**src/rtl/imem_arbiter.sv**
```systemverilog
// Two-master arbiter for the single-port instruction memory: fetch (read-only) and loader (read/write).
// Fetch normally wins contention; the loader is forced through after LOADER_MAX_WAIT lost cycles.
module imem_arbiter #(
    parameter int IMEM_W          = 14,
    parameter int LOADER_MAX_WAIT = 4
) (
    input  logic                clk_i,
    input  logic                rst_i,
    input  logic                fetch_req_i,
    input  logic [IMEM_W-1:0]   fetch_addr_i,
    output logic                fetch_gnt_o,
    output logic                fetch_rvalid_o,
    output logic [31:0]         fetch_rdata_o,
    input  logic                ld_req_i,
    input  logic                ld_we_i,
    input  logic [IMEM_W-1:0]   ld_addr_i,
    input  logic [31:0]         ld_wdata_i,
    input  logic [3:0]          ld_be_i,
    output logic                ld_gnt_o,
    output logic                ld_rvalid_o,
    output logic [31:0]         ld_rdata_o,
    output logic                mem_en_o,
    output logic                mem_we_o,
    output logic [3:0]          mem_be_o,
    output logic [IMEM_W-3:0]   mem_addr_o,
    output logic [31:0]         mem_wdata_o,
    input  logic [31:0]         mem_rdata_i
);

    localparam int WAIT_W = $clog2(LOADER_MAX_WAIT + 1);
    localparam logic [WAIT_W-1:0] WAIT_MAX = WAIT_W'(LOADER_MAX_WAIT);

    typedef enum logic [1:0] {
        RSP_NONE  = 2'd0,
        RSP_FETCH = 2'd1,
        RSP_LD    = 2'd2
    } resp_t;

    resp_t             resp_q;
    resp_t             resp_d;
    logic [WAIT_W-1:0] wait_q;
    logic [WAIT_W-1:0] wait_d;
    logic              fetch_win;
    logic              ld_win;

    // Winner selection; nobody is granted while reset is held.
    always_comb begin
        fetch_win = 1'b0;
        ld_win    = 1'b0;
        if (rst_i) begin
            fetch_win = 1'b0;
            ld_win    = 1'b0;
        end else if (fetch_req_i && ld_req_i) begin
            if (wait_q == WAIT_MAX) begin
                ld_win = 1'b1;
            end else begin
                fetch_win = 1'b1;
            end
        end else if (fetch_req_i) begin
            fetch_win = 1'b1;
        end else if (ld_req_i) begin
            ld_win = 1'b1;
        end else begin
            fetch_win = 1'b0;
            ld_win    = 1'b0;
        end
    end

    assign fetch_gnt_o = fetch_win;
    assign ld_gnt_o    = ld_win;

    // Memory command bus driven from the winner; all-zero when idle.
    always_comb begin
        mem_en_o    = 1'b0;
        mem_we_o    = 1'b0;
        mem_be_o    = 4'h0;
        mem_addr_o  = {(IMEM_W-2){1'b0}};
        mem_wdata_o = 32'h0000_0000;
        if (fetch_win) begin
            mem_en_o   = 1'b1;
            mem_be_o   = 4'hF;
            mem_addr_o = fetch_addr_i[IMEM_W-1:2];
        end else if (ld_win) begin
            mem_en_o    = 1'b1;
            mem_we_o    = ld_we_i;
            mem_be_o    = ld_be_i;
            mem_addr_o  = ld_addr_i[IMEM_W-1:2];
            mem_wdata_o = ld_wdata_i;
        end else begin
            mem_en_o = 1'b0;
        end
    end

    // Next-state for the starvation counter and the response tracker.
    always_comb begin
        wait_d = {WAIT_W{1'b0}};
        resp_d = RSP_NONE;
        // fetch_win under contention implies wait_q < WAIT_MAX, so no overflow
        if (fetch_req_i && ld_req_i && fetch_win) begin
            wait_d = wait_q + WAIT_W'(1);
        end else begin
            wait_d = {WAIT_W{1'b0}};
        end
        if (fetch_win) begin
            resp_d = RSP_FETCH;
        end else if (ld_win && !ld_we_i) begin
            resp_d = RSP_LD;
        end else begin
            resp_d = RSP_NONE;
        end
    end

    // State registers; async reset also discards any in-flight read.
    always_ff @(posedge clk_i or posedge rst_i) begin
        if (rst_i) begin
            wait_q <= {WAIT_W{1'b0}};
            resp_q <= RSP_NONE;
        end else begin
            wait_q <= wait_d;
            resp_q <= resp_d;
        end
    end

    // Route returning read data to the master that issued the read.
    always_comb begin
        fetch_rvalid_o = 1'b0;
        fetch_rdata_o  = 32'h0000_0000;
        ld_rvalid_o    = 1'b0;
        ld_rdata_o     = 32'h0000_0000;
        case (resp_q)
            RSP_FETCH: begin
                fetch_rvalid_o = 1'b1;
                fetch_rdata_o  = mem_rdata_i;
            end
            RSP_LD: begin
                ld_rvalid_o = 1'b1;
                ld_rdata_o  = mem_rdata_i;
            end
            default: begin
                fetch_rvalid_o = 1'b0;
                ld_rvalid_o    = 1'b0;
            end
        endcase
    end

endmodule

```
**config.mk**
```make
export PLATFORM = sky130hd
export DESIGN_NAME = imem_arbiter
export DESIGN_NICKNAME = d
export VERILOG_FILES = /design/src/rtl/imem_arbiter.sv
export SDC_FILE = /design/constraint.sdc
export NUM_CORES = 1
export LEC_CHECK = 0
export ABC_AREA = 1
export BUFFER_PORTS_ARGS = -buffer_cell sky130_fd_sc_hd__buf_2
export CAP_MARGIN = 20
export CORE_AREA = 2 2 84 86
export CTS_CLUSTER_DIAMETER = 150
export CTS_CLUSTER_SIZE = 30
export DETAILED_ROUTE_END_ITERATION = 6
export DIE_AREA = 0 0 86 88
export PLACE_DENSITY = 0.6
export SETUP_SLACK_MARGIN = 0.02
export SYNTH_ARGS = -nofsm -noshare
export SYNTH_HDL_FRONTEND = slang
export SYNTH_SLANG_ARGS = --single-unit
export TNS_END_PERCENT = 30
```
**constraint.sdc**
```tcl
create_clock -name clk_i -period 2.23 [get_ports clk_i]
set_input_delay 0 -clock clk_i [delete_from_list [all_inputs] [get_ports clk_i]]
set_output_delay 0 -clock clk_i [all_outputs]
set_load 0.02 [all_outputs]
```
Word level (Yosys, flattened, before mapping)
Cells that the tools add are included.
Storage, ports and cells
  register bits: 5
  output and inout port bits: 118
  word-level logic and storage cells: 36
Operators by class
  add/subtract/negate cells: 1
  equal/unequal tests: 3
  muxes and demuxes: 26
  reductions and logical operators: 4
Operators by type and width (count)
  $mux W32: 4
  $mux W12: 2
  $mux W1: 15
  $mux W4: 2
  $mux W2: 2
  $add A3 B1 Y3 const B: 1
  $eq A3 B3 Y1 const B: 1
  $logic_and A1 B1 Y1: 3
  $mux W3: 1
  $eq A2 B1 Y1 const B: 1
  $eq A2 B2 Y1 const B: 1
  $logic_not A1 Y1: 1

Longest topological paths before layout
  depth in word-level cells: 7
  gate-level depth with buffers: 7

Least setup slack after synthesis
No wires, ideal clock.
  path kind: flip-flop to output port
  start: register resp_q[0]
  end: output port ld_rdata_o[10]
  arrival time: 1.315 ns
  required time: 2.230 ns
  slack: 0.915 ns
  stages on the path, launching flop included: 5
  path buffers: 1
  cell sequence: dfrtp_1 > nor2_1 > inv_1 > buf_2 > nor2_1
Between the ends
  cells in the longest elaborated chain, start to end: 2
Ends and longest elaborated chain
  start: declaration: line 39  | resp_t resp_q;
  start signal: assignment: line 120  | resp_q <= resp_d;
  $eq A2 B2 Y1: line 130  | case (resp_q)
  $mux W32: line 130
  end: declaration: line 21  | output logic [31:0] ld_rdata_o,
No other way between the ends.

Worst setup path after layout
  start: input port rst_i
  end: output port fetch_gnt_o
Between the ends
  cells in the longest elaborated chain, start to end: 1
Ends and longest elaborated chain
  start: declaration: line 8  | input logic rst_i,
  $mux W1: line 50  | if (rst_i) begin
  end: declaration: line 11  | output logic fetch_gnt_o,
No other way between the ends.

==> flow_summary.json <==
{
  "fin_crit_sh_pct": 87.4,
  "worstPathArrival_ns": 1.95,
  "switchingPower_w": 0.000260,
  "rows": 30,
  "grt_max_degree": 37,
  "clk_pin_slew_worst_paths_ns": 0.03,
  "synthMuxAreaShare_pct": 0,
  "cp-start-kind": "primary input",
  "cts_resized": 0,
  "total_power_w": 0.000614,
  "synth_top_family_by_area": "simple AND/OR/NAND/NOR gates",
  "rsz0062_at_grt": "false",
  "start_util_pct": 17.7,
  "worstMarginPinSlew_ns": 0.925,
  "antenna_cells": 0,
  "synthAdderAreaFrac_pct": 2.13,
  "grt_busiest_layer": "met2",
  "core_area_mm2": 0.00664,
  "slowest_delay_ns": 0.65,
  "die_h_um": 88,
  "crit_fanout": 13,
  "area_growth_pct": 98.2,
  "hold_violations": 0,
  "clock_sinks": 5,
  "drt-wirelength-per-cell_um": 9.36,
  "p_per_area_mw_per_mm2": 264,
  "gr-total-overflow": 0,
  "setup_viol_count_final": 0,
  "ys_warn_count": 0,
  "htree_num_levels": 1,
  "grtUsageMet1_pct": 12.0,
  "cp_num_buf_inv": 4,
  "max_freq_mhz": 513,
  "syn-num-nets": 356,
  "cp_cell_sequence": "dlygate4sd3_1 -> buf_2 -> nor2_1 -> nand2_1 -> inv_1 -> buf_2",
  "seq_power_share_pct": 15.4,
  "r2r_cells": 5,
  "die_width_um": 86,
  "top_level_ports": 219,
  "drv_slew": 0,
  "drive_above_1_share_pct": 47.9,
  "fin_hold_ws_ns": 0.114,
  "clock-root-buffer": "clkbuf_8",
  "grt_pass1_wl_um": 7340,
  "ir_drop_mv": 0.158,
  "setup_ws_ns": 0.282,
  "antenna_found_initial": 0,
  "dp.cells": 535,
  "clockBufferDepth": 2,
  "grtUsageMet3_pct": 3.58,
  "die_area_mm2": 0.00757,
  "clock_power_share_pct": 26.5,
  "wl_um": 5060,
  "finalNonFillerCells": 541,
  "synthXorXnorAreaFrac_pct": 0.745,
  "p_leak_nw": 1.89,
  "ant_nets": 0,
  "pre_cts_slack_ns": 0.641,
  "ctsHoldBuffers": 2,
  "post_cts_buffers": 0,
  "r2r-end": "resp_q[0]$_DFF_PP0_",
  "hold_depth": 3,
  "p_int_w": 0.000354,
  "gp_congestion": 0.754,
  "hp-class": "primary input to flip-flop",
  "ys_types": 14,
  "dp_hpwl_um": 4270,
  "drt_iter0_drc": 44,
  "path_class": "primary input to output pin",
  "ys_seq_area_share_pct": 10.6,
  "yosys.area_share.simple_pct": 54.5,
  "met2_usage_pct": 23.0,
  "worstHoldEndpoint": "wait_q[2]$_DFF_PP0_",
  "routed_via_density": 3.89,
  "tns_ns": 0,
  "cts_tree": "built",
  "worstPathRequired_ns": 2.23,
  "rr_startpoint": "wait_q[0]$_DFF_PP0_",
  "grt_pass1_vias": 1762,
  "combPwrFrac_pct": 58.1,
  "nNetsFinal": 565,
  "min_period_ns": 1.95,
  "cts_buffers": 3,
  "io_buffers": 214,
  "groute.usage.overall_pct": 11.5,
  "critPathSlowestCell": "nor2_1",
  "min_from": "fetch_req_i",
  "insertion_delay_ns": 0.22,
  "p_sw_share_pct": 42.3,
  "ys_ff_latch": 5,
  "drc": 0,
  "synth_compound_area_share_pct": 0,
  "endpoint_kind": "output pin",
  "first_pass_iters": 4,
  "synthesis.area_mm2": 0.00117,
  "slew_headroom_pct": 38.3,
  "outcome": "completed",
  "skew_ns": 0.00290,
  "via_count": 2106,
  "crit_path_frequent_cell": "buf_2",
  "regToRegSetupSlack_ns": 0.73,
  "syn_avg_cell_area_um2": 4.64,
  "max_cap_violations": 0,
  "crit_family": "buffers and inverters",
  "postSynthCellCount": 253
}
==> layout by cell type (no fill, tap or decap) <==
cell	count
inv_1	76
nand2_4	1
nor2_1	103
xnor2_1	1
nand2_1	20
buf_2	214
dlygate4sd3_1	2
ha_1	2
nand3_1	30
nand2_2	1
dfrtp_1	5
clkbuf_1	1
buf_4	1
clkbuf_8	3
nor2_4	1
==> worst reg2reg max path, stage by stage (launching register included) <==
cell     delay (ns)
dfrtp_1        0.38
inv_1          0.06
ha_1           0.16
nand3_1        0.36
nand2_1        0.33
inv_1          0.09
==> per-layer routing <==
metal / routed length [um] / part of all wire [%]
met5: 0 / 0
met4: 17 / 0.34
met3: 581 / 11
met2: 2460 / 49
met1: 2000 / 40
==> through the flow <==
step / area [um2] / util, %
floorplan: 1170 / -
global placement: 2260 / 34.1
detailed placement: 2260 / 34.1
CTS: 2330 / 35.0
global route: 2330 / 35.0
finish: 2330 / 35.0
==> synthesized netlist by cell type <==
| cell | n | area share [%] |
|---|---|---|
| nand2_4 | 1 | 0.96 |
| xnor2_1 | 1 | 0.75 |
| nor2_4 | 1 | 0.96 |
| dfrtp_1 | 5 | 11 |
| buf_2 | 6 | 2.6 |
| nand2_1 | 20 | 6.4 |
| inv_1 | 76 | 24 |
| buf_6 | 3 | 2.9 |
| nor2_1 | 103 | 33 |
| clkbuf_1 | 1 | 0.32 |
| ha_1 | 2 | 2.1 |
| nand2_2 | 1 | 0.53 |
| nand3_1 | 30 | 13 |
| buf_4 | 3 | 1.9 |
==> power groups by stage <==
stage | logic [W] | registers, W | clock network, W
finish | 0.000357 | 0.0000948 | 0.000163
global route | 0.000393 | 0.0000951 | 0.000179
detailed placement | 0.000356 | 0.0000959 | 0
CTS | 0.000360 | 0.0000948 | 0.000169
floorplan | 0.000201 | 0.0000956 | 0
global placement | 0.000353 | 0.0000958 | 0
==> logic make-up after synthesis <==
group         after synthesis
buf+inv                    89
simple gates              156
fa+ha+maj                   2
xor+xnor                    1
flops                       5
==> how the worst max path moves through the flow <==
stage | startpoint | slack [ns] | depth (start not counted) | endpoint
after global routing | rst_i | 0.13 | 6 | fetch_gnt_o
after CTS | rst_i | 0.31 | 6 | fetch_gnt_o
after detailed placement | wait_q[0]$_DFF_PP0_ | 0.64 | 7 | mem_wdata_o[15]
final | rst_i | 0.28 | 6 | fetch_gnt_o
after global placement | wait_q[0]$_DFF_PP0_ | 0.67 | 7 | mem_wdata_o[11]
after floorplan | resp_q[0]$_DFF_PP0_ | 0.92 | 4 | ld_rdata_o[10]
==> registers in the layout, indices dropped and copies added (netlist names) <==
name	count
wait_q	3
resp_q	2
==> cell type report <==
type / instances / area (um2)
multi-input combinational: 159 / 674
fill: 750 / 4320
sequential: 5 / 125
timing repair buffer: 217 / 1100
inverter: 76 / 285
tap: 80 / 100
clock buffer: 4 / 45.0
Note: power is estimated with default switching activity, not from simulation.
